--- src/rtl/regfile_xfer_ctrl_if.sv ---
// rtl/regfile_xfer_ctrl_if.sv - command handshake and register-file port bundle
interface regfile_xfer_ctrl_if #(
    parameter int WIDTH = 8,
    parameter int AW    = 3
);
    logic             cmd_valid;
    logic             cmd_ready;
    logic [1:0]       cmd_op;
    logic [AW-1:0]    cmd_src;
    logic [AW-1:0]    cmd_dst;
    logic [WIDTH-1:0] cmd_imm;
    logic             done;
    logic [WIDTH-1:0] result;
    logic [AW-1:0]    rf_read;
    logic [AW-1:0]    rf_write;
    logic [WIDTH-1:0] rf_din;
    logic [WIDTH-1:0] rf_dout;

    // Controller side: accepts commands, drives the register file
    modport slave (
        input  cmd_valid, cmd_op, cmd_src, cmd_dst, cmd_imm, rf_dout,
        output cmd_ready, done, result, rf_read, rf_write, rf_din
    );

    // Initiator / environment side: issues commands, hosts the register file
    modport master (
        output cmd_valid, cmd_op, cmd_src, cmd_dst, cmd_imm, rf_dout,
        input  cmd_ready, done, result, rf_read, rf_write, rf_din
    );
endinterface

--- src/rtl/regfile_xfer_ctrl.sv ---
// rtl/regfile_xfer_ctrl.sv - register-transfer sequencer for an always-writing 8x8 register file
module regfile_xfer_ctrl #(
    parameter int WIDTH = 8,
    parameter int AW    = 3
) (
    input  logic          clock,
    input  logic          reset,
    regfile_xfer_ctrl_if.slave bus
);
    localparam logic [1:0] OP_LOAD = 2'b00;
    localparam logic [1:0] OP_MOVE = 2'b01;
    localparam logic [1:0] OP_SWAP = 2'b10;
    localparam logic [1:0] OP_READ = 2'b11;

    typedef enum logic [2:0] {
        IDLE = 3'd0,
        EXEC = 3'd1,
        SW1  = 3'd2,
        SW2  = 3'd3,
        SW3  = 3'd4
    } state_t;

    state_t           state;
    state_t           next_state;
    logic [1:0]       op_q;
    logic [AW-1:0]    src_q;
    logic [AW-1:0]    dst_q;
    logic [WIDTH-1:0] imm_q;
    logic [WIDTH-1:0] tmp_q;
    logic [WIDTH-1:0] result_q;
    logic             done_q;
    logic [AW-1:0]    rd_sel;
    logic [AW-1:0]    wr_sel;
    logic [WIDTH-1:0] din_val;
    logic             accept;

    assign accept        = (state == IDLE) && bus.cmd_valid;
    assign bus.cmd_ready = (state == IDLE);
    assign bus.done      = done_q;
    assign bus.result    = result_q;
    assign bus.rf_read   = rd_sel;
    assign bus.rf_write  = wr_sel;
    assign bus.rf_din    = din_val;

    // State register; reset aborts any command in flight
    always_ff @(posedge clock) begin
        if (reset) begin
            state <= IDLE;
        end else begin
            state <= next_state;
        end
    end

    // Next state and register-file drive; unless a real write is due, the
    // written register is the one being read and gets its own value back,
    // since the file writes something on every edge.
    always_comb begin
        next_state = state;
        rd_sel     = '0;
        wr_sel     = '0;
        din_val    = bus.rf_dout;
        case (state)
            IDLE: begin
                if (bus.cmd_valid) begin
                    next_state = (bus.cmd_op == OP_SWAP) ? SW1 : EXEC;
                end
            end
            EXEC: begin
                next_state = IDLE;
                case (op_q)
                    OP_LOAD: begin
                        wr_sel  = dst_q;
                        din_val = imm_q;
                    end
                    OP_MOVE: begin
                        rd_sel = src_q;
                        wr_sel = dst_q;
                    end
                    OP_READ: begin
                        rd_sel = src_q;
                        wr_sel = src_q;
                    end
                    default: begin
                        rd_sel = '0;
                        wr_sel = '0;
                    end
                endcase
            end
            SW1: begin
                next_state = SW2;
                rd_sel     = src_q;
                wr_sel     = src_q;
            end
            SW2: begin
                next_state = SW3;
                rd_sel     = dst_q;
                wr_sel     = src_q;
            end
            SW3: begin
                next_state = IDLE;
                rd_sel     = dst_q;
                wr_sel     = dst_q;
                din_val    = tmp_q;
            end
            default: begin
                next_state = IDLE;
            end
        endcase
    end

    // Command capture, swap temporary, READ result and the done pulse
    always_ff @(posedge clock) begin
        if (reset) begin
            op_q     <= '0;
            src_q    <= '0;
            dst_q    <= '0;
            imm_q    <= '0;
            tmp_q    <= '0;
            result_q <= '0;
            done_q   <= 1'b0;
        end else begin
            done_q <= (state == EXEC) || (state == SW3);
            if (accept) begin
                op_q  <= bus.cmd_op;
                src_q <= bus.cmd_src;
                dst_q <= bus.cmd_dst;
                imm_q <= bus.cmd_imm;
            end
            if ((state == EXEC) && (op_q == OP_READ)) begin
                result_q <= bus.rf_dout;
            end
            if (state == SW1) begin
                tmp_q <= bus.rf_dout;
            end
        end
    end
endmodule

--- src/flat_wrapper.sv ---
// flat-port wrapper written by rule: the top's interface ports become plain ports
module regfile_xfer_ctrl_flat 
#(
    parameter int WIDTH = 8,
    parameter int AW    = 3
)
  (clock, reset, bus_cmd_valid, bus_cmd_op, bus_cmd_src, bus_cmd_dst, bus_cmd_imm, bus_rf_dout, bus_cmd_ready, bus_done, bus_result, bus_rf_read, bus_rf_write, bus_rf_din);
  regfile_xfer_ctrl_if #(.WIDTH(WIDTH), .AW(AW)) bus_i ();
  input  logic clock;
  input  logic reset;
  input wire logic [$bits(bus_i.cmd_valid)-1:0] bus_cmd_valid;
  input wire logic [$bits(bus_i.cmd_op)-1:0] bus_cmd_op;
  input wire logic [$bits(bus_i.cmd_src)-1:0] bus_cmd_src;
  input wire logic [$bits(bus_i.cmd_dst)-1:0] bus_cmd_dst;
  input wire logic [$bits(bus_i.cmd_imm)-1:0] bus_cmd_imm;
  input wire logic [$bits(bus_i.rf_dout)-1:0] bus_rf_dout;
  output wire logic [$bits(bus_i.cmd_ready)-1:0] bus_cmd_ready;
  output wire logic [$bits(bus_i.done)-1:0] bus_done;
  output wire logic [$bits(bus_i.result)-1:0] bus_result;
  output wire logic [$bits(bus_i.rf_read)-1:0] bus_rf_read;
  output wire logic [$bits(bus_i.rf_write)-1:0] bus_rf_write;
  output wire logic [$bits(bus_i.rf_din)-1:0] bus_rf_din;
  assign bus_i.cmd_valid = bus_cmd_valid;
  assign bus_i.cmd_op = bus_cmd_op;
  assign bus_i.cmd_src = bus_cmd_src;
  assign bus_i.cmd_dst = bus_cmd_dst;
  assign bus_i.cmd_imm = bus_cmd_imm;
  assign bus_i.rf_dout = bus_rf_dout;
  assign bus_cmd_ready = bus_i.cmd_ready;
  assign bus_done = bus_i.done;
  assign bus_result = bus_i.result;
  assign bus_rf_read = bus_i.rf_read;
  assign bus_rf_write = bus_i.rf_write;
  assign bus_rf_din = bus_i.rf_din;
  regfile_xfer_ctrl #(.WIDTH(WIDTH), .AW(AW)) u_core (.clock(clock), .reset(reset), .bus(bus_i));
endmodule
--- config.mk ---
export PLATFORM = sky130hd
export DESIGN_NAME = regfile_xfer_ctrl_flat
export DESIGN_NICKNAME = d
export VERILOG_FILES = /design/src/rtl/regfile_xfer_ctrl_if.sv /design/src/rtl/regfile_xfer_ctrl.sv /design/src/flat_wrapper.sv
export SDC_FILE = /design/constraint.sdc
export NUM_CORES = 1
export LEC_CHECK = 0
export CAP_MARGIN = 0
export CORE_UTILIZATION = 39
export DETAILED_ROUTE_END_ITERATION = 16
export PLACE_DENSITY = 0.66
export RECOVER_POWER = 25
export SLEW_MARGIN = 0
export SYNTH_ARGS = -nofsm -noshare
export SYNTH_HDL_FRONTEND = slang
export SYNTH_SLANG_ARGS = --single-unit
--- constraint.sdc ---
create_clock -name clock -period 2.3 [get_ports clock]
set_input_delay 0.69 -clock clock [delete_from_list [all_inputs] [get_ports clock]]
set_output_delay 0.69 -clock clock [all_outputs]
set_load 0.01 [all_outputs]
Word-level counts from Yosys, hierarchy flattened
Cells that the tools add are included.
- register bits: 36
- input bits: 27
- output and inout port bits: 24
- logic and storage cells: 34
- equality and inequality tests: 8
- muxes and demuxes: 9
- reduce and logical (&&, ||, !) cells: 9
- operators with widths (kind ; number):
    3-bit one-hot mux with 3 select lines ; 3
    8-bit one-hot mux with 2 select lines ; 1
    8-bit 2-to-1 mux ; 1
    2-bit OR reduction ; 4
    3-bit by 2-bit == test with 1-bit output (second input constant) ; 2
    3-bit 2-to-1 mux ; 2
    3-bit one-hot mux with 2 select lines ; 1
    2-bit == test (second input constant) ; 2
    3-bit by 1-bit == test with 1-bit output (second input constant) ; 1
    3-bit == test (second input constant) ; 1
    3-bit logical NOT ; 1
    2-bit by 1-bit == test with 1-bit output (second input constant) ; 1
    1-bit logical AND ; 2
    2-bit logical NOT ; 1
    2-bit 2-to-1 mux ; 1
    2-bit inequality test (second input constant) ; 1
    1-bit logical OR ; 1

Logic depth before layout (Yosys ltp)
- depth after elaboration: 4
- mapped depth: 5
- mapped depth without buffers: 3

Worst setup path before layout
OpenSTA, ideal clock, no wires.
- path kind: reg-to-output
- start: register u_core.state[0]
- end: output port bus_rf_din[0]
- arrival time: 1377 ps
- required time: 1610 ps
- setup slack: 233 ps
- stages on the path, launching flop included: 4
- buffers on the path: 0
- cell sequence: dfxtp_1 or3b_1 o22a_1 a221o_1
- word-level cells in the longest chain between the ends: 2
- elaborated cells between the ends (all ways): 3
- ends and longest elaborated chain (element ; line ; source):
    start: declaration ; regfile_xfer_ctrl.sv:23 ; state_t state;
    start signal: assignment ; regfile_xfer_ctrl.sv:50 ; state <= next_state;
    3-bit == test / 3-bit by 1-bit == test with 1-bit output (equally long branches) ; regfile_xfer_ctrl.sv:62 ; case (state)
    8-bit one-hot mux with 2 select lines (*) ; regfile_xfer_ctrl.sv:62 ;
    end: declaration ; flat_wrapper.sv:22 ; output wire logic [$bits(bus_i.rf_din)-1:0] bus_rf_din;
Every way passes the cells marked *; elsewhere a longest branch is shown, timed or not.

Worst setup path after layout
- start: register u_core.state[0]
- end: output port bus_rf_read[0]
- word-level cells in the longest chain between the ends: 3
- elaborated cells between the ends (all ways): 6
- ends and longest elaborated chain (element ; line ; source):
    3-bit by 2-bit == test with 1-bit output / 3-bit == test (equally long branches) ; regfile_xfer_ctrl.sv:62 ;
    2-bit OR reduction (no line) ; -- ;
    3-bit one-hot mux with 3 select lines (*) ; regfile_xfer_ctrl.sv:62 ;
    end: declaration ; flat_wrapper.sv:20 ; output wire logic [$bits(bus_i.rf_read)-1:0] bus_rf_read;
Marks and branches as above.

==> out/qor.log <==
[layout] commonest cells after routing, fill and taps aside nand2_1, clkdlybuf4s50_1, dfxtp_1
[pwr] register share of total power 0.465
[setup_path] CP Data Arrival Time 1.76 ns
[clock_tree] cts bufs inserted 5
[placement] cell area reported after detailed placement 0.002350 mm^2
[timing] Final Hold Violating Endpoints 0
[timing] smallest setup slack after layout -0.1482 ns
[synthesis] Synth Warn # 0
[global_routing] maximum number of pins on one net before global-route repair 17
[route] routed length per placed instance 14.77 um
[outcome] violations in the final reports negative setup slack
[die] die area 0.004470 mm^2
[pwr] part of the total power dissipated in combinational logic 0.210
[timing] Final setup viols 12
[synthesis] Seq/Total Area, Yosys 0.4394
[pwr] Leakage 0.9726 nW
[route] Pre-antenna DRT Iters 4
[timing] pins over their slew limit 0
[pwr] clock power share 0.325
[clock_tree] clock latency of the later-clocked register in the worst-skew pair 0.29 ns
[layout] fraction of layout cells with a size suffix above 1 0.2156
[pwr] Int Pwr 0.001060 W
[clock_tree] CTS Buffer Depth 2
[timing] final critical path time including I/O delays and setup 2.448 ns
[setup_path] crit end category primary output
[global_routing] total routing resource utilization after global routing 0.2224
[timing] actual transition at the worst max-transition pin 0.6568 ns
[route] via total after detailed routing 1623
[placement] final weighted congestion of routability-driven global placement 0.8718
[setup_path] worst reg-to-reg setup slack 0.48 ns
[synthesis] total of flip-flops plus latches after synthesis 36
[outcome] result of the run finished with violations
[die] area of the core 0.004029 mm^2
[clock_tree] clock tree from TritonCTS yes
[global_routing] first-pass GRT wire length 7169 um
[clock_tree] count of hold-fix buffers inserted at cts 0
[placement] estimated wirelength of the detail-placed design 3215 um
[pwr] worst vdd rail ir drop 402.4 uV
[timing] post-route clock skew 0.005059 ns
[pwr] switching power summed over all nets 0.0003908 W
[layout] fin area 0.002456 mm^2
[placement] pre-CTS WS -0.3543 ns
[layout] share of the core filled with cells in the final layout 0.6096
[clock_tree] clock transition time at the flip-flop clock pins of the worst setup and hold paths 0.07 ns
[clock_tree] total number of clock tree sinks 36
[pwr] switching part of the total 0.2694
[setup_path] Setup Crit Path Kind flop to primary output
[die] Std-Cell Rows 23
[die] initial cell density of the core 0.4071
[timing] max_slew headroom 0.5621
[die] y dimension of the die 66.86 um
[clock_tree] root buf cell clkbuf_8
[synthesis] Post-Synthesis Net Count 220
[route] post-route ant nets 0
[route] Post-route DRC 0
[synthesis] Post-Synthesis Cell Area 0.001640 mm^2
[synthesis] number of distinct library cells after synthesis 29
[layout] Nets 295
[synthesis] Syn Inst Count 193
[global_routing] number of global-route vias before repair 1482
[setup_path] Max stage delay cell, worst path dfxtp_2
[worst_hold_path] type of the worst min-delay path flop to flop
[route] routed vias/inst 5.088
[setup_path] peak per-stage delay on the critical path 0.34 ns
[layout] area added between synthesis and finish 49.73%
[pwr] Power per Cell Area 590.6 mW/mm^2
[clock_tree] H-tree depth 2
[synthesis] mean cell area of the mapped netlist 8.499 um^2
[global_routing] number of antenna violations at the first check in global routing 0
[route] Total Wirelength 4711 um
[layout] most common library cell in the layout ignoring fill and taps nand2_1
[setup_path] biggest fanout along the worst timing path 8
[placement] Port-buffer cells 50
[die] number of primary I/O pins 51
[setup_path] Critical Path, Cell by Cell buf_4 > buf_6 > mux2_2 > a22oi_1 > o21ai_0 > dlygate4sd2_1
[job] maxcap violations 0
[timing] timing-limited maximum frequency 0.4085 GHz
[setup_path] data required time at the worst endpoint 1.61 ns
[pwr] sum of internal, switching and leakage power 0.001451 W
[timing] RSZ-0062 raised after global routing yes
[global_routing] overflow left after global routing 0
[setup_path] Worst Setup Start Kind flop
[layout] diode insertion count for antenna repair 0
[route] Initial DRC Count 68
[timing] post-route fraction of the period consumed by the critical path 1.064
[layout] Fillers 387
[die] die span in x 66.86 um
[sequential cells by signal, indices dropped and copies added, names as in the netlist]
name / flops
u_core.tmp_q: 8
u_core.bus.result: 8
u_core.op_q: 2
u_core.src_q: 3
u_core.bus.done: 1
u_core.state: 3
u_core.dst_q: 3
u_core.imm_q: 8
[path summary, 6_finish.rpt]
kind | from | endpoint | cells after the start
worst max-delay path | u_core.state[0] | bus_rf_read[0] | 6
worst min-delay path | u_core.bus.result[2] | u_core.bus.result[2] | 2
worst max register to register | u_core.state[1] | u_core.tmp_q[4] | 6
worst min register to register | u_core.bus.result[2] | u_core.bus.result[2] | 2
[cell usage after synthesis]
cell type / n / area (um^2)
o21ai_0: 3 / 15.01
o41ai_1: 1 / 8.760
buf_2: 6 / 30.03
nor4b_1: 1 / 8.760
nor4b_2: 1 / 15.01
a21oi_1: 19 / 95.09
mux2_2: 3 / 33.78
nand2b_1: 2 / 12.51
clkinv_1: 1 / 3.750
nand3_1: 1 / 5.000
or4b_1: 1 / 10.01
a22oi_1: 3 / 22.52
mux2i_1: 16 / 160.2
nand2_1: 51 / 191.4
inv_1: 1 / 3.750
clkbuf_1: 7 / 26.28
a22o_1: 3 / 26.28
dfxtp_1: 36 / 720.7
a221o_1: 8 / 80.08
and3b_1: 2 / 17.52
a2111oi_0: 1 / 8.760
xnor2_1: 1 / 8.760
and2_1: 8 / 50.05
nor3_1: 2 / 10.01
or3b_1: 1 / 8.760
o22a_1: 1 / 8.760
nor2_1: 10 / 37.54
or2_2: 1 / 6.260
nor3b_1: 2 / 15.01
[layout make-up]
| cell class | count | area [um^2] | area share |
|---|---|---|---|
| sequential | 36 | 723.2 | 0.2944 |
| tap | 50 | 62.56 | 0.02547 |
| multi-input combinational | 142 | 895.9 | 0.3647 |
| inverter | 2 | 7.507 | 0.003057 |
| clock buffer | 8 | 90.09 | 0.03668 |
| timing repair buffer | 81 | 676.9 | 0.2756 |
[kinds of logic after synthesis]
group | after synthesis | synth area share
multiplexers | 19 | 0.1182
flip-flops | 36 | 0.4394
XOR/XNOR | 1 | 0.005340
AND/OR/NAND/NOR | 83 | 0.2365
AO/OA/AOI/OAI | 39 | 0.1617
buffers and inverters | 15 | 0.03890
[per-stage QoR]
step,setup TNS (ns),instances,hold WS [ns]
after floorplan,0,193,0.4365
after global placement,-3.302,307,0.4430
after detailed placement,-3.370,307,0.4452
after CTS,-1.130,315,0.4626
after global routing,-1.873,319,0.4817
final,-1.297,319,0.4588
[layer usage]
| layer | up-vias | share of wire | track usage |
|---|---|---|---|
| met2 | 45 | 0.47 | 0.3598 |
| met1 | 755 | 0.46 | 0.2805 |
| li1 | 817 | - | - |
| met3 | 6 | 0.056 | 0.06507 |
| met4 | 0 | 0.012 | 0.07181 |
| met5 | - | 0 | 0 |
[what timing repair did]
action / in CTS / in global routing
gates cloned: 0 / 0
endpoints found under the setup margin: 15 / 14
pin swaps: 6 / 8
setup buffers: 0 / 4
gates resized for setup: 61 / 7
[power groups by stage]
stage | Combinational (W) | Sequential (W) | Clock, W
final | 0.000304 | 0.000674 | 0.000472
after global placement | 0.000298 | 0.000686 | 0
after global routing | 0.000330 | 0.000677 | 0.000507
after floorplan | 0.000138 | 0.000684 | 0
after CTS | 0.000298 | 0.000674 | 0.000478
after detailed placement | 0.000300 | 0.000687 | 0
[worst max-delay path: cells and delay by family, from the launching register on]
| kind | cells | cell delay (ns) |
|---|---|---|
| AO/OA/AOI/OAI | 2 | 0.22 |
| buffers and inverters | 3 | 0.58 |
| flip-flops | 1 | 0.34 |
| multiplexers | 1 | 0.33 |
Note: power is estimated with default switching activity, not from simulation.
